$ cat config.mk
export PLATFORM = sky130hd
export DESIGN_NAME = cam_cfg_sequencer_flat
export DESIGN_NICKNAME = d
export VERILOG_FILES = /design/src/rtl/cam_cfg_pkg.sv /design/src/rtl/cam_cfg_sequencer_if.sv /design/src/rtl/cam_cfg_sequencer.sv /design/src/flat_wrapper.sv
export SDC_FILE = /design/constraint.sdc
export NUM_CORES = 1
export LEC_CHECK = 0
export ABC_AREA = 1
export CAP_MARGIN = 40
export CORE_MARGIN = 3
export CORE_UTILIZATION = 50
export CTS_BUF_LIST = sky130_fd_sc_hd__clkbuf_2
export CTS_CLUSTER_DIAMETER = 50
export CTS_CLUSTER_SIZE = 20
export DETAILED_ROUTE_END_ITERATION = 16
export PLACE_DENSITY = 0.86
export SETUP_SLACK_MARGIN = 0.02
export SYNTH_ARGS = -nofsm -noshare
export SYNTH_HDL_FRONTEND = slang
export SYNTH_SLANG_ARGS = --single-unit
export TNS_END_PERCENT = 50
$ cat constraint.sdc
create_clock -name clk -period 2.35 [get_ports clk]
set_clock_uncertainty 0.2 [all_clocks]
set_input_delay 0.705 -clock clk [delete_from_list [all_inputs] [get_ports clk]]
set_output_delay 0.705 -clock clk [all_outputs]
set_load 0.02 [all_outputs]
$ cat src/rtl/cam_cfg_pkg.sv
// Shared constants for the camera configuration sequencer: FSM state codes and ROM entry layout.
// The BACKOFF state only exists when CAM_CFG_RETRY_EN is defined.
package cam_cfg_pkg;

  localparam int STATE_W = 4;

  localparam logic [STATE_W-1:0] ST_IDLE     = 4'd0;
  localparam logic [STATE_W-1:0] ST_RST_LOW  = 4'd1;
  localparam logic [STATE_W-1:0] ST_PWR_WAIT = 4'd2;
  localparam logic [STATE_W-1:0] ST_FETCH    = 4'd3;
  localparam logic [STATE_W-1:0] ST_DECODE   = 4'd4;
  localparam logic [STATE_W-1:0] ST_ISSUE    = 4'd5;
  localparam logic [STATE_W-1:0] ST_DLY      = 4'd6;
  localparam logic [STATE_W-1:0] ST_NEXT     = 4'd7;
  localparam logic [STATE_W-1:0] ST_DONE     = 4'd8;
  localparam logic [STATE_W-1:0] ST_ERROR    = 4'd9;
`ifdef CAM_CFG_RETRY_EN
  localparam logic [STATE_W-1:0] ST_BACKOFF  = 4'd10;
`endif

  localparam logic [15:0] END_MARK   = 16'hFFFF;
  localparam logic [7:0]  DELAY_ADDR = 8'hFF;

  localparam int ADDR_HI = 15;
  localparam int ADDR_LO = 8;
  localparam int DATA_HI = 7;
  localparam int DATA_LO = 0;

  function automatic logic [7:0] entry_addr(input logic [15:0] entry);
    return entry[ADDR_HI:ADDR_LO];
  endfunction

  function automatic logic [7:0] entry_data(input logic [15:0] entry);
    return entry[DATA_HI:DATA_LO];
  endfunction

endpackage

$ cat src/rtl/cam_cfg_sequencer_if.sv
// Request/acknowledge link between the configuration sequencer and the SCCB byte engine.
interface cam_cfg_sequencer_if;

  logic       req;
  logic [7:0] addr;
  logic [7:0] data;
  logic       ack;
  logic       nack;

  modport master (output req, addr, data, input ack, nack);
  modport slave  (input req, addr, data, output ack, nack);

endinterface

$ cat src/rtl/cam_cfg_sequencer.sv
// Camera bring-up sequencer: reset pulse, power-up wait, then table-driven SCCB writes and delays.
// Optional CAM_CFG_RETRY_EN adds up to MAX_RETRY NACK retries per write, each after a 1 ms back-off.
module cam_cfg_sequencer
  import cam_cfg_pkg::*;
#(
  parameter int MS_CYCLES   = 12500,
  parameter int RST_CYCLES  = 1250,
  parameter int PWR_WAIT_MS = 2,
  parameter int IDX_W       = 8
`ifdef CAM_CFG_RETRY_EN
  , parameter int MAX_RETRY = 3
`endif
) (
  input  logic                clk,
  input  logic                rst,
  input  logic                start,
  output logic [IDX_W-1:0]    tbl_idx,
  input  logic [15:0]         tbl_entry,
  cam_cfg_sequencer_if.master sccb,
  output logic                cam_rst_n,
  output logic                busy,
  output logic                done,
  output logic                err,
  output logic [IDX_W-1:0]    err_idx
);

  localparam int CNT_MAX = (RST_CYCLES > MS_CYCLES) ? RST_CYCLES : MS_CYCLES;
  localparam int CNT_W   = $clog2(CNT_MAX + 1);
  localparam logic [CNT_W-1:0] RST_LAST = CNT_W'(RST_CYCLES - 1);
  localparam logic [CNT_W-1:0] MS_LAST  = CNT_W'(MS_CYCLES - 1);

  logic [STATE_W-1:0] state;
  logic [CNT_W-1:0]   cyc_cnt;
  logic [7:0]         ms_cnt;
  logic [7:0]         ms_target;
  logic               timing;
  logic               ms_tick;
  logic               wait_done;

`ifdef CAM_CFG_RETRY_EN
  localparam int RETRY_W = (MAX_RETRY > 0) ? $clog2(MAX_RETRY + 1) : 1;
  localparam logic [RETRY_W-1:0] RETRY_LAST = RETRY_W'(MAX_RETRY);
  logic [RETRY_W-1:0] retry_cnt;
  assign timing = (state == ST_PWR_WAIT) || (state == ST_DLY) || (state == ST_BACKOFF);
`else
  assign timing = (state == ST_PWR_WAIT) || (state == ST_DLY);
`endif

  assign ms_tick   = (cyc_cnt == MS_LAST);
  assign wait_done = ms_tick && (ms_cnt == ms_target - 8'd1);

  // Shared cycle/ms counters: reset-pulse length in RST_LOW, nested ms count in the wait states.
  always_ff @(posedge clk) begin
    if (rst) begin
      cyc_cnt <= '0;
      ms_cnt  <= '0;
    end else if (state == ST_RST_LOW) begin
      cyc_cnt <= (cyc_cnt == RST_LAST) ? '0 : cyc_cnt + 1'b1;
      ms_cnt  <= '0;
    end else if (timing) begin
      if (ms_tick) begin
        cyc_cnt <= '0;
        ms_cnt  <= wait_done ? 8'd0 : ms_cnt + 8'd1;
      end else begin
        cyc_cnt <= cyc_cnt + 1'b1;
      end
    end else begin
      cyc_cnt <= '0;
      ms_cnt  <= '0;
    end
  end

  always_ff @(posedge clk) begin
    if (rst) begin
      state     <= ST_IDLE;
      tbl_idx   <= '0;
      sccb.req  <= 1'b0;
      sccb.addr <= 8'd0;
      sccb.data <= 8'd0;
      cam_rst_n <= 1'b1;
      busy      <= 1'b0;
      done      <= 1'b0;
      err       <= 1'b0;
      err_idx   <= '0;
      ms_target <= 8'd0;
`ifdef CAM_CFG_RETRY_EN
      retry_cnt <= '0;
`endif
    end else begin
      case (state)
        ST_IDLE, ST_DONE, ST_ERROR: begin
          if (start) begin
            state     <= ST_RST_LOW;
            busy      <= 1'b1;
            done      <= 1'b0;
            err       <= 1'b0;
            tbl_idx   <= '0;
            cam_rst_n <= 1'b0;
          end
        end
        ST_RST_LOW: begin
          if (cyc_cnt == RST_LAST) begin
            cam_rst_n <= 1'b1;
            ms_target <= 8'(PWR_WAIT_MS);
            state     <= (PWR_WAIT_MS == 0) ? ST_FETCH : ST_PWR_WAIT;
          end
        end
        ST_PWR_WAIT: begin
          if (wait_done) state <= ST_FETCH;
        end
        ST_FETCH: state <= ST_DECODE;
        // A DELAY entry of 0 ms skips the wait state entirely.
        ST_DECODE: begin
          if (tbl_entry == END_MARK) begin
            state <= ST_DONE;
            busy  <= 1'b0;
            done  <= 1'b1;
          end else if (entry_addr(tbl_entry) == DELAY_ADDR) begin
            ms_target <= entry_data(tbl_entry);
            state     <= (entry_data(tbl_entry) == 8'd0) ? ST_NEXT : ST_DLY;
          end else begin
            sccb.addr <= entry_addr(tbl_entry);
            sccb.data <= entry_data(tbl_entry);
            sccb.req  <= 1'b1;
            state     <= ST_ISSUE;
`ifdef CAM_CFG_RETRY_EN
            retry_cnt <= '0;
`endif
          end
        end
        ST_ISSUE: begin
          if (sccb.ack) begin
            sccb.req <= 1'b0;
            if (!sccb.nack) begin
              state <= ST_NEXT;
`ifdef CAM_CFG_RETRY_EN
              retry_cnt <= '0;
            end else if (retry_cnt != RETRY_LAST) begin
              retry_cnt <= retry_cnt + 1'b1;
              ms_target <= 8'd1;
              state     <= ST_BACKOFF;
`endif
            end else begin
              state   <= ST_ERROR;
              busy    <= 1'b0;
              err     <= 1'b1;
              err_idx <= tbl_idx;
            end
          end
        end
        ST_DLY: begin
          if (wait_done) state <= ST_NEXT;
        end
`ifdef CAM_CFG_RETRY_EN
        ST_BACKOFF: begin
          if (wait_done) begin
            sccb.req <= 1'b1;
            state    <= ST_ISSUE;
          end
        end
`endif
        // Running off the end of the index space counts as a clean finish.
        ST_NEXT: begin
          if (&tbl_idx) begin
            state <= ST_DONE;
            busy  <= 1'b0;
            done  <= 1'b1;
          end else begin
            tbl_idx <= tbl_idx + 1'b1;
            state   <= ST_FETCH;
          end
        end
        default: state <= ST_IDLE;
      endcase
    end
  end

endmodule

$ cat src/flat_wrapper.sv
// flat-port wrapper written by rule: the top's interface ports become plain ports
module cam_cfg_sequencer_flat import cam_cfg_pkg::*;
#(
  parameter int MS_CYCLES   = 12500,
  parameter int RST_CYCLES  = 1250,
  parameter int PWR_WAIT_MS = 2,
  parameter int IDX_W       = 8

)
  (clk, rst, start, tbl_idx, tbl_entry, cam_rst_n, busy, done, err, err_idx, sccb_req, sccb_addr, sccb_data, sccb_ack, sccb_nack);
  cam_cfg_sequencer_if sccb_i ();
  input  logic clk;
  input  logic rst;
  input  logic start;
  output logic [IDX_W-1:0] tbl_idx;
  input  logic [15:0] tbl_entry;
  output logic cam_rst_n;
  output logic busy;
  output logic done;
  output logic err;
  output logic [IDX_W-1:0] err_idx;
  output wire logic [$bits(sccb_i.req)-1:0] sccb_req;
  output wire logic [$bits(sccb_i.addr)-1:0] sccb_addr;
  output wire logic [$bits(sccb_i.data)-1:0] sccb_data;
  input wire logic [$bits(sccb_i.ack)-1:0] sccb_ack;
  input wire logic [$bits(sccb_i.nack)-1:0] sccb_nack;
  assign sccb_req = sccb_i.req;
  assign sccb_addr = sccb_i.addr;
  assign sccb_data = sccb_i.data;
  assign sccb_i.ack = sccb_ack;
  assign sccb_i.nack = sccb_nack;
  cam_cfg_sequencer #(.MS_CYCLES(MS_CYCLES), .RST_CYCLES(RST_CYCLES), .PWR_WAIT_MS(PWR_WAIT_MS), .IDX_W(IDX_W)) u_core (.clk(clk), .rst(rst), .start(start), .tbl_idx(tbl_idx), .tbl_entry(tbl_entry), .sccb(sccb_i), .cam_rst_n(cam_rst_n), .busy(busy), .done(done), .err(err), .err_idx(err_idx));
endmodule
==> metrics.txt, run 1 <==
TritonCTS buffer count 9; GR peak layer met2; largest net degree at the start of global routing 26; final net count a little over 600; Mapped Area ~3500 um2; Netlist cell types 35; Initial DRC Count about 150; Worst Hold Launch u_core.err_idx[0]; Routed WL between 8000 and 9000 um; status completed; Ports 58; Power Dens Cells between 1000 and 1500 nW/um2; hold-fix buffers at CTS 0; CTS Sinks 71; Mean Syn Cell Area between 6 and 7 um2; reg-to-reg startpoint u_core.ms_target[0]; M2 GR Usage between 30% and 40%; vias in the first global route between 3k and 4k; Critical-path top delay cell dfxtp_1; DRC Markers 0; Synth Net Count 539; first-pass GRT wire length about 15000 um; worst-margin pin slew 486 ps; core area 6830 um2; GRT Total Usage ~22%; post-synthesis sequential area ratio 40.2%; row cnt 30; met3 GRT Util ~3.3%; layout cells sized above 1 11.7%; GPL Wtd Cong between 0.8 and 0.9; Setup TNS Final 0 ps; worst path cell trace dlygate4sd2_1; CTS clk-pin slew, worst paths approximately 200 ps; Mapped Cells 513; WL/cell around 13 um; CP delay by family, top flip-flops; via/cell ratio 5.17; Slew Limit Fails 0; Syn. warnings 0; max_cap viols 0; die width between 90 and 100 um; Setup Buffers After CTS 0; Worst Path Buf+Inv 1; WP data arrival around 1300 ps; Pre-antenna DRT Iters 5; RSZ-0062 raised after global routing yes; crit path kind reg2out; Clock Path Buffers 2; Yosys reg bits 71; Worst Setup End Kind output port; Final Hold Fails 0; Final min period ~2200 ps; Die Y between 90 and 100 um; initial antenna violation count 0; Tcrit/Tclk final 94.3%; Initial Utilization approximately half; Hold Crit Class reg2reg; pre-CTS setup slack -148 ps; DIE AREA between 8000 and 9000 um2; Max transition margin between 60% and 70%; endpoints failing setup 0; FMAX roughly 450 MHz; worst-path fanout max 5; most frequent cells in the layout nor2_1 (95), nand2_1 (89), dfxtp_1 (69); CP required ~1400 ps; Slowest Stage Delay on Critical Path approximately 460 ps; Buffers on Ports 57; hpwl dp between 6000 and 7000 um; Leak 1.91 nW; root buffer cell clkbuf_2; post-route ant nets 0; CP Launch Point u_core.tbl_idx[3]; area grow syn2layout 24.3%; final worst slack ~130 ps; peak supply drop slightly below 0.0006 V; Clk Latency, worst-skew pair about 500 ps; crit start category register; remaining global-route overflow 0; CTS tree done; CTS H-tree lvls 3; via count 3550; final antenna diode count 0; most common cell after layout, fill and taps aside nor2_1; GR Util met1 between 20 and 30%
-- worst paths after layout --
path	slack [ps]	depth (start not counted)	end
max reg2reg	140	13	u_core.state[0]
max	130	1	tbl_idx[3]
min reg2reg	270	2	u_core.err_idx[0]
min	270	2	u_core.err_idx[0]
-- layout make-up --
cell class | instances | area [um2]
Tap cell | 96 | 120
Clock buffer | 10 | 50.0
Timing Repair Buffer | 74 | 652
Clock inverter | 6 | 85.1
Inverter | 63 | 236
Multi-Input combinational cell | 367 | 1830
Sequential cell | 71 | 1420
Fill cell | 639 | 2430
-- Yosys cell counts --
cell / n / share of area (%)
nor2_2: 4 / 0.71
a21oi_1: 32 / 4.5
nand3_1: 35 / 5.0
o21a_1: 1 / 0.21
nor3_1: 16 / 2.3
a21o_1: 1 / 0.21
nor4_1: 2 / 0.35
or2_2: 1 / 0.18
xnor2_1: 6 / 1.5
nor3_4: 1 / 0.46
inv_2: 10 / 1.1
nand4_1: 7 / 1.2
buf_4: 1 / 0.21
inv_1: 53 / 5.6
o211ai_1: 1 / 0.21
a21oi_2: 2 / 0.50
o31ai_1: 1 / 0.21
o21ai_1: 4 / 0.57
buf_6: 1 / 0.32
dfxtp_1: 71 / 40
nor3b_1: 3 / 0.64
clkbuf_1: 6 / 0.64
buf_2: 4 / 0.57
xor2_1: 9 / 2.2
nor3_2: 3 / 0.85
nand2_2: 6 / 1.1
o21ai_2: 4 / 0.99
nor2_1: 95 / 10
ha_1: 5 / 1.8
o21ai_0: 25 / 3.5
or2_1: 2 / 0.35
nor2_4: 1 / 0.32
a211oi_1: 8 / 1.7
nand2_1: 91 / 9.7
a31oi_1: 1 / 0.18
-- through the flow --
stage	total power, mW	std cells	cell area, um2	utilization, %	hold slack [ps]
after floorplan	3.13	513	3540	-	244
after detailed placement	3.75	671	4300	62.9	257
after CTS	4.45	687	4380	64.2	277
after global placement	3.68	671	4300	62.9	252
after global routing	4.84	687	4400	64.4	300
final	4.45	687	4400	64.4	272
-- metal layers --
metal,part of all wire (%),wire length [um]
met1,45,3900
met3,4.1,359
met2,49,4280
met4,2.2,192
met5,0,0
-- registers in the layout (all words and copies together), names as in the netlist, 4 cells and up --
register          count
u_core.state          4
u_core.tbl_idx        8
u_core.err_idx        8
u_core.ms_target      8
u_core.sccb.addr      8
u_core.cyc_cnt       14
u_core.sccb.data      8
u_core.ms_cnt         8
-- logic make-up (layout without fill, tap and decap cells) --
family	Yosys count	in the layout	share of synthesized area [%]
flops	71	71	40.2
xor+xnor	15	15	3.71
fa+ha+maj	5	5	1.77
simple gates	267	267	33.1
compound gates	80	80	12.8
buf+inv	75	153	8.42
-- report_power, final --
part,leakage [nW],internal [mW],switching [mW],total (mW)
registers,0.578,1.43,0.202,1.63
clock network,0.0795,0.353,0.444,0.797
logic,1.26,0.738,1.29,2.03
-- what timing repair did --
item / 4_1_cts / 5_1_grt
gates resized for setup: 37 / 5
pin swaps: 0 / 1
setup endpoints to repair: 37 / 7
(Power assumes the default switching activity.)
==> run 2, diff against run 1 <==
--- a/config.mk
+++ b/config.mk
@@ -7,7 +7,6 @@
 export LEC_CHECK = 0
 export ABC_AREA = 1
 export CAP_MARGIN = 40
-export CORE_MARGIN = 3
 export CORE_UTILIZATION = 50
 export CTS_BUF_LIST = sky130_fd_sc_hd__clkbuf_2
 export CTS_CLUSTER_DIAMETER = 50
==> metrics.txt, run 2 (synthesis gave the netlist of run 1 again) <==
CTS tree done; worst path cell trace dlygate4sd2_1; Initial DRC Count 196; CTS Sinks 71; WL/cell 12.8 um; pre-CTS setup slack -144 ps; Slowest Stage Delay on Critical Path 460 ps; via count approximately 3.6k; Clock Path Buffers 2; Slew Limit Fails 0; CTS H-tree lvls 3; Clk Latency, worst-skew pair ~520 ps; worst-path fanout max 6; Leak 1.94 nW; crit start category register; post-route ant nets 0; remaining global-route overflow 0; Largest Register u_core.cyc_cnt; hpwl dp roughly 6500 um; final worst slack around 93 ps; Pre-antenna DRT Iters 5; Cell Area, Placed 4320 um2; WP data arrival ~1400 ps; Final min period ~2300 ps; FMAX approximately 440 MHz; TritonCTS buffer count 9; GRT Total Usage between 20% and 30%; Final Hold Fails 0; final antenna diode count 0; max reg flops 14; DRC Markers 0; status completed; peak supply drop 0.000508 V; Hold Crit Class reg2reg; fin area 4450 um2; layout cells sized above 1 ~12%; Buffers on Ports 57; worst-margin pin slew around 480 ps; Post-Layout Cell Count 691; row cnt 30; Power Dens Cells between 1000 and 1500 nW/um2; via/cell ratio approximately 5.2; Pwr Total approximately 4.5 mW; CP required about 1400 ps; WHS 272 ps; CTS clk-pin slew, worst paths between 200 and 250 ps; largest net degree at the start of global routing 26; hold-fix buffers at CTS 0; most frequent cells in the layout nor2_1 (95), nand2_1 (89), dfxtp_1 (70); Max transition margin 67.5%; GPL Wtd Cong between 0.8 and 0.9; Worst Setup End Kind output port; Ports 58; DIE AREA 7420 um2; Tcrit/Tclk final between 90% and 100%; RSZ-0062 raised after global routing yes; CP delay by family, top flip-flops; Worst Path Buf+Inv 1; final net count approximately 600; core area between 6000 and 7000 um2; root buffer cell clkbuf_2; most common cell after layout, fill and taps aside nor2_1; Inst Count DP approximately 670; area grow syn2layout 25.6%; vias in the first global route between 3k and 4k; endpoints failing setup 0; first-pass GRT wire length 14200 um; Initial Utilization approximately 52%; Critical-path top delay cell dfxtp_1; Filler cells 622; max_cap viols 0; Routed WL 8840 um; crit path kind reg2out; initial antenna violation count 0; Die Y 86.1 um; die width 86.1 um
## run 2: cell count changes in the layout (fill, tap and decap cells not counted)
cell	change
clkinv_4	+2
dfxtp_1	+1
clkinv_2	-1
dfxtp_2	-1
buf_4	+3
clkbuf_2	-1
buf_12	+1
## run 2: where the power goes
part           switching (mW)  internal (mW)  total, mW  leakage, nW
registers               0.204           1.43       1.63        0.577
clock network           0.460          0.354      0.814       0.0797
logic                    1.32          0.777       2.10         1.28
total                    1.98           2.56       4.54         1.94
## run 2: metal layers
metal	global-route usage (%)	part of all wire, %	up-vias
li1	-	-	1817
met1	29.1	44	1669
met2	41.5	50	102
met3	3.85	4.3	18
met4	11.4	2.2	0
met5	0	0	-
## run 2: worst paths after layout
check                           start                end  depth (start not counted)  slack (ps)
setup reg to reg  u_core.ms_target[0]    u_core.state[0]                         13         170
hold reg to reg     u_core.err_idx[2]  u_core.err_idx[2]                          2         270
hold / removal      u_core.err_idx[2]  u_core.err_idx[2]                          2         270
setup / recovery    u_core.tbl_idx[5]         tbl_idx[5]                          1          90
## run 2: layout make-up
type | count | area [um2] | area share [%]
Clock buffer | 9 | 45.0 | 1.01
Clock inverter | 7 | 97.6 | 2.20
Inverter | 63 | 236 | 5.32
Multi-Input combinational cell | 367 | 1830 | 41.1
Sequential cell | 71 | 1420 | 32.0
Tap cell | 96 | 120 | 2.70
Timing Repair Buffer | 78 | 694 | 15.6
## run 2: timing repair
item	4_1_cts	5_1_grt
gates cloned	0	0
gates resized for setup	37	4
pin swaps	0	1
setup buffers	0	2
endpoints found under the hold margin	0	0
endpoints found under the setup margin	37	9
## run 2: stage by stage
| step | utilization (%) | setup TNS, ps |
|---|---|---|
| after floorplan | - | 0 |
| after global placement | 63.3 | -315 |
| after detailed placement | 63.3 | -1010 |
| after CTS | 64.7 | 0 |
| after global routing | 65.1 | 0 |
| final | 65.1 | 0 |
==> run 3, diff against run 2 <==
==> constraint.sdc (replaced) <==
create_clock -name clk -period 2.35 [get_ports clk]
set_clock_uncertainty 0.2 [all_clocks]
set_input_delay 0.705 -clock clk [delete_from_list [all_inputs] [get_ports clk]]
set_output_delay 0.705 -clock clk [all_outputs]
set_load 0.005 [all_outputs]
==> metrics.txt, run 3 (synthesis gave the netlist of run 1 again) <==
Final min period approximately 2300 ps; via/cell ratio between 5 and 6; routed wl met2 approximately 4600 um; CP required around 1400 ps; DRC Markers 0; peak supply drop 0.000516 V; Clk Latency, worst-skew pair just over 500 ps; Max transition margin between 60% and 70%; Critical-path top delay cell clkdlybuf4s50_1; Leak a little under 2 nW; hpwl dp around 6500 um; Filler cells just under 600; GPL Wtd Cong slightly below 0.9; Slowest Stage Delay on Critical Path between 500 and 600 ps; CP delay by family, top buffers and inverters; remaining global-route overflow 0; WL/cell between 10 and 15 um; Worst Setup End Kind output port; TritonCTS buffer count 9; area of the multi-input gates roughly 1800 um2; Die Y about 86 um; met3 WL post-DR 463 um; hold-fix buffers at CTS 0; crit path kind reg2out; Final Hold Fails 0; RSZ-0062 raised after global routing yes; WP data arrival between 1000 and 1500 ps; worst-path fanout max 2; first-pass GRT wire length approximately 14000 um; core area 6830 um2; Initial DRC Count 251; Buffers on Ports 57; final antenna diode count 0; DRT met1 WL slightly below 4000 um; crit start category register; Post-Layout Cell Count approximately 700; pre-CTS setup slack -144 ps; Routed WL about 9000 um; CTS H-tree lvls 3; post-route ant nets 0; WHS between 200 and 300 ps; Hold Crit Class reg2reg; Initial Utilization between 50 and 60%; DIE AREA 7420 um2; layout cells sized above 1 18.1%; Inst Count DP about 670; FMAX around 430 MHz; CTS Sinks 71; via count 3673; Largest Register u_core.cyc_cnt; max reg flops 14; initial antenna violation count 0; final worst slack ~27 ps; status completed; CTS tree done; Clock Path Buffers 2; area grow syn2layout 30.1%; die width ~86 um; Pre-antenna DRT Iters 6; vias in the first global route 3366; endpoints failing setup 0; final net count between 600 and 700; Ports 58; sequential standard cell area between 1000 and 1500 um2; worst-margin pin slew slightly below 500 ps; row cnt 30; Slew Limit Fails 0; max_cap viols 0; GRT Total Usage about a quarter; Finished Core Util approximately two thirds; largest net degree at the start of global routing 26; top metal layer carrying routed signals met4; Power Dens Cells 984 nW/um2; root buffer cell clkbuf_2; worst path cell trace clkdlybuf4s50_1; most frequent cells in the layout nor2_1 (95), nand2_1 (89), inv_1 (53); Tcrit/Tclk final between 90 and 100%; CTS clk-pin slew, worst paths around 230 ps; Worst Path Buf+Inv 1; most common cell after layout, fill and taps aside nor2_1
==> run 3: cell types whose count changed in the layout (fill, tap and decap cells not counted), sizes merged <==
cell,delta
dlygate4sd2,-34
buf,+7
clkdlybuf4s50,+27
dlymetal6s2s,+7
==> run 3: area by class of cell <==
| type | count | share of cell area (%) |
|---|---|---|
| Tap cell | 96 | 2.61 |
| Clock inverter | 7 | 2.12 |
| Timing Repair Buffer | 85 | 17.5 |
| Multi-Input combinational cell | 367 | 39.7 |
| Inverter | 63 | 5.14 |
| Sequential cell | 71 | 31.9 |
| Clock buffer | 9 | 0.979 |
==> run 3: path summary, 6_finish.rpt <==
| kind | startpoint | slack, ps | endpoint | cells past startpoint |
|---|---|---|---|---|
| setup / recovery | u_core.sccb.addr[2] | 30 | sccb_addr[2] | 1 |
| hold / removal | u_core.err_idx[5] | 270 | u_core.err_idx[5] | 2 |
| setup reg to reg | u_core.ms_target[0] | 180 | u_core.state[0] | 13 |
| hold reg to reg | u_core.err_idx[5] | 270 | u_core.err_idx[5] | 2 |
==> run 3: power by group <==
group	internal [mW]	switching, mW	total, mW
Clock	0.354	0.466	0.820
Combinational	0.868	1.20	2.07
Sequential	1.45	0.198	1.65
==> run 3: repair_timing <==
action	CTS	global route
endpoints found under the hold margin	0	0
endpoints found under the setup margin	21	39
resized for setup	27	20
setup buffers	5	4
pin swaps	0	1
==> run 3: routing by layer <==
layer  track usage (%)  vias to the layer above
met3              3.85                       26
li1                  -                     1834
met1              29.6                     1693
met4              10.9                        0
met5                 0                        -
met2              43.1                      120
==> run 3: metrics by stage <==
| step | area (um2) | setup TNS [ps] | power (mW) |
|---|---|---|---|
| 2_1_floorplan | 3540 | 0 | 2.98 |
| 3_3_place_gp | 4320 | -315 | 3.55 |
| 3_5_place_dp | 4320 | -1010 | 3.64 |
| 4_1_cts | 4530 | 0 | 4.49 |
| 5_1_grt | 4600 | -16.1 | 4.86 |
| 6_report | 4600 | 0 | 4.53 |
